`src/rtl/synchronous_ram_sp.sv`:
```
// Single-port synchronous RAM with req/ready handshake, byte enables, 1- or 2-cycle
// read latency and a zeroing sweep sequencer that runs after reset and on clear_in.
module synchronous_ram_sp #(
    parameter int DATA_WIDTH     = 16,
    parameter int ADDR_WIDTH     = 3,
    parameter int RD_LATENCY     = 1,
    parameter int CLEAR_ON_RESET = 1
) (
    input  logic                    clk_in,
    input  logic                    resetn_in,
    input  logic                    req_in,
    input  logic                    we_in,
    input  logic [ADDR_WIDTH-1:0]   addr_in,
    input  logic [DATA_WIDTH-1:0]   wdata_in,
    input  logic [DATA_WIDTH/8-1:0] be_in,
    input  logic                    clear_in,
    output logic                    ready_out,
    output logic                    rvalid_out,
    output logic [DATA_WIDTH-1:0]   rdata_out,
    output logic                    init_done_out
);

    // state | meaning
    // INIT  | zeroing sweep in progress (or the one-cycle skip when sweep disabled)
    // READY | accepting read/write requests, watching clear_in
    localparam int DEPTH = 2 ** ADDR_WIDTH;
    localparam int NB    = DATA_WIDTH / 8;

    typedef enum logic {ST_INIT, ST_READY} state_t;

    state_t                  state_q, state_d;
    logic [ADDR_WIDTH-1:0]   ptr_q, ptr_d;
    logic                    skip_q, skip_d;
    logic                    done_q, done_d;
    logic                    sweep_wr;
    logic                    accept, wr_acc, rd_acc;
    logic [DATA_WIDTH-1:0]   rdata_q;
    logic                    rvalid_q;
    logic [DATA_WIDTH-1:0]   mem_q [DEPTH];

    assign ready_out     = (state_q == ST_READY);
    assign accept        = req_in & ready_out & ~clear_in;
    assign wr_acc        = accept & we_in;
    assign rd_acc        = accept & ~we_in;
    assign rvalid_out    = rvalid_q;
    assign rdata_out     = rdata_q;
    assign init_done_out = done_q;

    always_comb begin
        state_d  = state_q;
        ptr_d    = ptr_q;
        skip_d   = skip_q;
        done_d   = done_q;
        sweep_wr = 1'b0;
        case (state_q)
            ST_INIT: begin
                // skip_q only survives until the first exit from INIT after reset
                sweep_wr = ~skip_q;
                if (skip_q || (ptr_q == {ADDR_WIDTH{1'b1}})) begin
                    state_d = ST_READY;
                    ptr_d   = '0;
                    skip_d  = 1'b0;
                    done_d  = 1'b1;
                end else begin
                    ptr_d = ptr_q + ADDR_WIDTH'(1);
                end
            end
            ST_READY: begin
                if (clear_in) begin
                    state_d = ST_INIT;
                end
            end
            default: state_d = ST_INIT;
        endcase
    end

    always_ff @(posedge clk_in or negedge resetn_in) begin
        if (!resetn_in) begin
            state_q <= ST_INIT;
            ptr_q   <= '0;
            skip_q  <= (CLEAR_ON_RESET == 0);
            done_q  <= 1'b0;
        end else begin
            state_q <= state_d;
            ptr_q   <= ptr_d;
            skip_q  <= skip_d;
            done_q  <= done_d;
        end
    end

    // Storage is deliberately not reset; the sweep is what zeroes it.
    always_ff @(posedge clk_in) begin
        if (sweep_wr) begin
            mem_q[ptr_q] <= '0;
        end else if (wr_acc) begin
            for (int b = 0; b < NB; b++) begin
                if (be_in[b]) begin
                    mem_q[addr_in][8*b +: 8] <= wdata_in[8*b +: 8];
                end
            end
        end
    end

    generate
        if (RD_LATENCY == 2) begin : g_lat2
            logic                  s1_v_q;
            logic [DATA_WIDTH-1:0] s1_d_q;

            always_ff @(posedge clk_in or negedge resetn_in) begin
                if (!resetn_in) begin
                    s1_v_q   <= 1'b0;
                    s1_d_q   <= '0;
                    rvalid_q <= 1'b0;
                    rdata_q  <= '0;
                end else begin
                    s1_v_q   <= rd_acc;
                    rvalid_q <= s1_v_q;
                    if (rd_acc) begin
                        s1_d_q <= mem_q[addr_in];
                    end
                    if (s1_v_q) begin
                        rdata_q <= s1_d_q;
                    end
                end
            end
        end else begin : g_lat1
            always_ff @(posedge clk_in or negedge resetn_in) begin
                if (!resetn_in) begin
                    rvalid_q <= 1'b0;
                    rdata_q  <= '0;
                end else begin
                    rvalid_q <= rd_acc;
                    if (rd_acc) begin
                        rdata_q <= mem_q[addr_in];
                    end
                end
            end
        end
    endgenerate

endmodule
```
`config.mk`:
```
export PLATFORM = sky130hd
export DESIGN_NAME = synchronous_ram_sp
export DESIGN_NICKNAME = d
export VERILOG_FILES = /design/src/rtl/synchronous_ram_sp.sv
export SDC_FILE = /design/constraint.sdc
export NUM_CORES = 1
export LEC_CHECK = 0
export CAP_MARGIN = 10
export CORE_AREA = 3 3 113 115
export DETAILED_ROUTE_END_ITERATION = 16
export DIE_AREA = 0 0 116 118
export GPL_ROUTABILITY_DRIVEN = 0
export PLACE_DENSITY = 0.84
export REMOVE_ABC_BUFFERS = 1
export SYNTH_ARGS = -nofsm -noshare
export SYNTH_HDL_FRONTEND = slang
export SYNTH_SLANG_ARGS = --single-unit
```
`constraint.sdc`:
```
create_clock -name clk_in -period 2.3 [get_ports clk_in]
set_clock_uncertainty 0.2 [all_clocks]
set_input_delay 0.46 -clock clk_in [delete_from_list [all_inputs] [get_ports clk_in]]
set_output_delay 0.46 -clock clk_in [all_outputs]
set_load 0.1 [all_outputs]
```
==> impl_metrics.json, run 1 <==
{
  "status": "finished clean",
  "antenna_found_initial": 0,
  "drc": 0,
  "die_height_um": 118,
  "layout-drive-gt1-share": 0.2698,
  "arrival_ns": 2.09,
  "grt_pass1_wl_um": 21240,
  "synth_edf_count": 128,
  "hold_path.class": "in -> async",
  "area.growth.synth_to_final_pct": 21.75,
  "async_flop_share": 0.1467,
  "synth_seq_area_share": 0.7114,
  "reg2reg_from": "ready_out",
  "final_nets": 482,
  "totalWireLength_um": 13420,
  "start_kind": "input pin",
  "layout_common_cells": "128 x edfxtp_1, 51 x buf_4, 34 x mux2_2",
  "synth_warnings": 0,
  "critical_path_class": "in -> reg",
  "cts_tree": "done",
  "ir_drop_mv": 0.8012,
  "core_area_mm2": 0.01191,
  "post_cts_buffers": 0,
  "slowest_stage": "clkdlybuf4s50_1",
  "wl_per_cell_um": 21.86,
  "fmax_mhz": 457.0,
  "diodes": 0,
  "cts-root-buf": "clkbuf_16",
  "netlist-cell-type-count": 37,
  "via_per_inst": 6.109,
  "period_needed_ns": 2.188,
  "synth.top_cell.area_share": 0.6222,
  "dp_hpwl_um": 8474,
  "worstRegToRegCells": 4,
  "synthAdderAreaFrac": 0.004051,
  "grt_usage": 0.2088,
  "synth_xor_area_frac": 0,
  "clock_sinks": 150,
  "dr.first_iter.drc_count": 281,
  "vias": 3751,
  "synth_compound_area_frac": 0.08629,
  "synth-seq-cells": 150,
  "synth_area_leaders": "edfxtp_1 62%, dfrtp_1 8.9%, mux2_2 6.2%, mux2i_1 5.2%, a22o_1 2.3%",
  "dieArea_mm2": 0.01369,
  "finalSetupViolations": 0,
  "htreeDepth": 4,
  "r2r-end": "mem_q[5][4]",
  "cp_slowest_stage_delay_ns": 0.55,
  "whs_ns": 0.2228,
  "yosys.area.top_type": "edfxtp_1",
  "clk_pin_slew_worst_paths_ns": 0.06,
  "io_pins": 45,
  "io_buffers": 44,
  "cts_buffers": 17,
  "chipWidth_um": 116,
  "worstPathMaxFanout": 8,
  "slew_headroom": 0.5973,
  "overflow": 0,
  "grt_setup_unrepaired": "no",
  "period_share": 0.9514,
  "synth.avg_cell_area_um2": 16.30,
  "yosys_most_used_dff": "edfxtp_1",
  "p_per_area_mw_per_mm2": 1305,
  "synthMuxAreaShare": 0.1138,
  "path_cells": "clkdlybuf4s50_1, nand4b_4, or4_4, a21oi_1, buf_4",
  "cp-end-kind": "flip-flop",
  "yosys.area_share.simple": 0.05732,
  "dr.pass1.iters": 5,
  "netlist_area_mm2": 0.006177,
  "initial_core_util": 0.5186,
  "num_rows": 40,
  "cts_resized": 0,
  "holdBufCountCts": 0,
  "ant_nets": 0,
  "clockBufferDepth": 2,
  "worst_pin_slew_ns": 0.6040,
  "final_hold_viol_count": 0,
  "ff2ff_setup_slack_ns": 0.33,
  "grt_pass1_vias": 3952,
  "finalMaxSlewViolations": 0,
  "grt_max_degree": 39,
  "cap_violations": 0,
  "syn_inst": 379,
  "final_common_cell": "edfxtp_1",
  "clkLatencyLatePin_ns": 0.41,
  "post-route-util": 0.6314,
  "synth_top_family_by_area": "multiplexers",
  "p_leak_uw": 0.002911,
  "fin_total_pwr_uw": 9812,
  "worstPathRequired_ns": 2.21
}
layout make-up:
cell class / count / area [um^2]
Clock buffer: 20 / 446.7
Clock inverter: 12 / 157.7
Fill cell: 817 / 4390
Inverter: 4 / 15.01
Multi-Input combinational cell: 201 / 1615
Sequential cell: 150 / 4394
Tap cell: 147 / 183.9
Timing Repair Buffer: 80 / 708.2
flip-flops by register name, summed over array words and instances, names as in the netlist:
signal         flops
rvalid_out         1
rdata_out         16
init_done_out      1
ready_out          1
mem_q            128
ptr_q              3
worst max-delay path, delay by kind of cell:
family / cells / cell delay [ns]
buffers and inverters: 2 / 0.78
AND/OR/NAND/NOR: 2 / 0.68
AO/OA/AOI/OAI: 1 / 0.16
Yosys cell counts, types with 3 or more instances:
library cell,n
edfxtp_1,128
mux2_2,34
mux2i_1,32
dfrtp_1,22
a21oi_1,18
nand2_1,18
and3_1,17
a22o_1,16
o22ai_1,16
o31ai_1,16
clkbuf_1,8
buf_6,5
buf_2,4
buf_4,4
inv_1,4
o2111ai_1,4
nand2b_1,3
nand4_1,3
or4_4,3
power breakdown:
part           internal (uW)  switching, uW  leakage (uW)
Clock                   1820            999      0.000302
Sequential              3780            266       0.00148
Combinational            833           2110       0.00113
how the worst max path moves through the flow:
stage              endpoint  startpoint  cells past startpoint  slack, ns
6_report       mem_q[2][15]       we_in                      5       0.11
5_1_grt         mem_q[7][0]      req_in                      6       0.05
4_1_cts        mem_q[6][11]       we_in                      5       0.16
3_5_place_dp   mem_q[6][14]       we_in                      5      -0.27
3_3_place_gp   mem_q[2][15]       we_in                      5      -0.24
2_1_floorplan   mem_q[4][0]   ready_out                      3      -0.60
per-stage QoR:
stage / worst slack, ns / cell area, um^2 / setup TNS [ns] / cells
floorplan: -0.6017 / 6025 / -74.05 / 355
global placement: -0.2431 / 6917 / -38.23 / 582
detailed placement: -0.2737 / 6917 / -49.73 / 582
CTS: 0.1575 / 7521 / 0 / 614
global route: 0.05268 / 7521 / 0 / 614
finish: 0.1117 / 7521 / 0 / 614
cell families (layout without fill, tap and decap cells):
group,Yosys count,count (layout)
flip-flops,150,150
AO/OA/AOI/OAI,76,76
multiplexers,66,66
adder cells (fa/ha/maj),2,2
buffers and inverters,28,116
AND/OR/NAND/NOR,57,57
layer usage:
| metal | GRT usage | vias to the layer above | share of wire | routed length [um] |
|---|---|---|---|---|
| li1 | - | 1667 | - | - |
| met1 | 0.2643 | 1893 | 0.40 | 5431 |
| met2 | 0.3371 | 159 | 0.50 | 6770 |
| met3 | 0.04884 | 32 | 0.060 | 805 |
| met4 | 0.09935 | 0 | 0.031 | 416 |
| met5 | 0 | - | 0 | 0 |
(Power assumes the default switching activity.)
==> run 2: changes to the inputs <==
--- a/config.mk
+++ b/config.mk
@@ -12,6 +12,7 @@
 export GPL_ROUTABILITY_DRIVEN = 0
 export PLACE_DENSITY = 0.84
 export REMOVE_ABC_BUFFERS = 1
+export SLEW_MARGIN = 10
 export SYNTH_ARGS = -nofsm -noshare
 export SYNTH_HDL_FRONTEND = slang
 export SYNTH_SLANG_ARGS = --single-unit
==> results of run 2 <==
Final layout, timing and power as in run 1 (identical DEF).
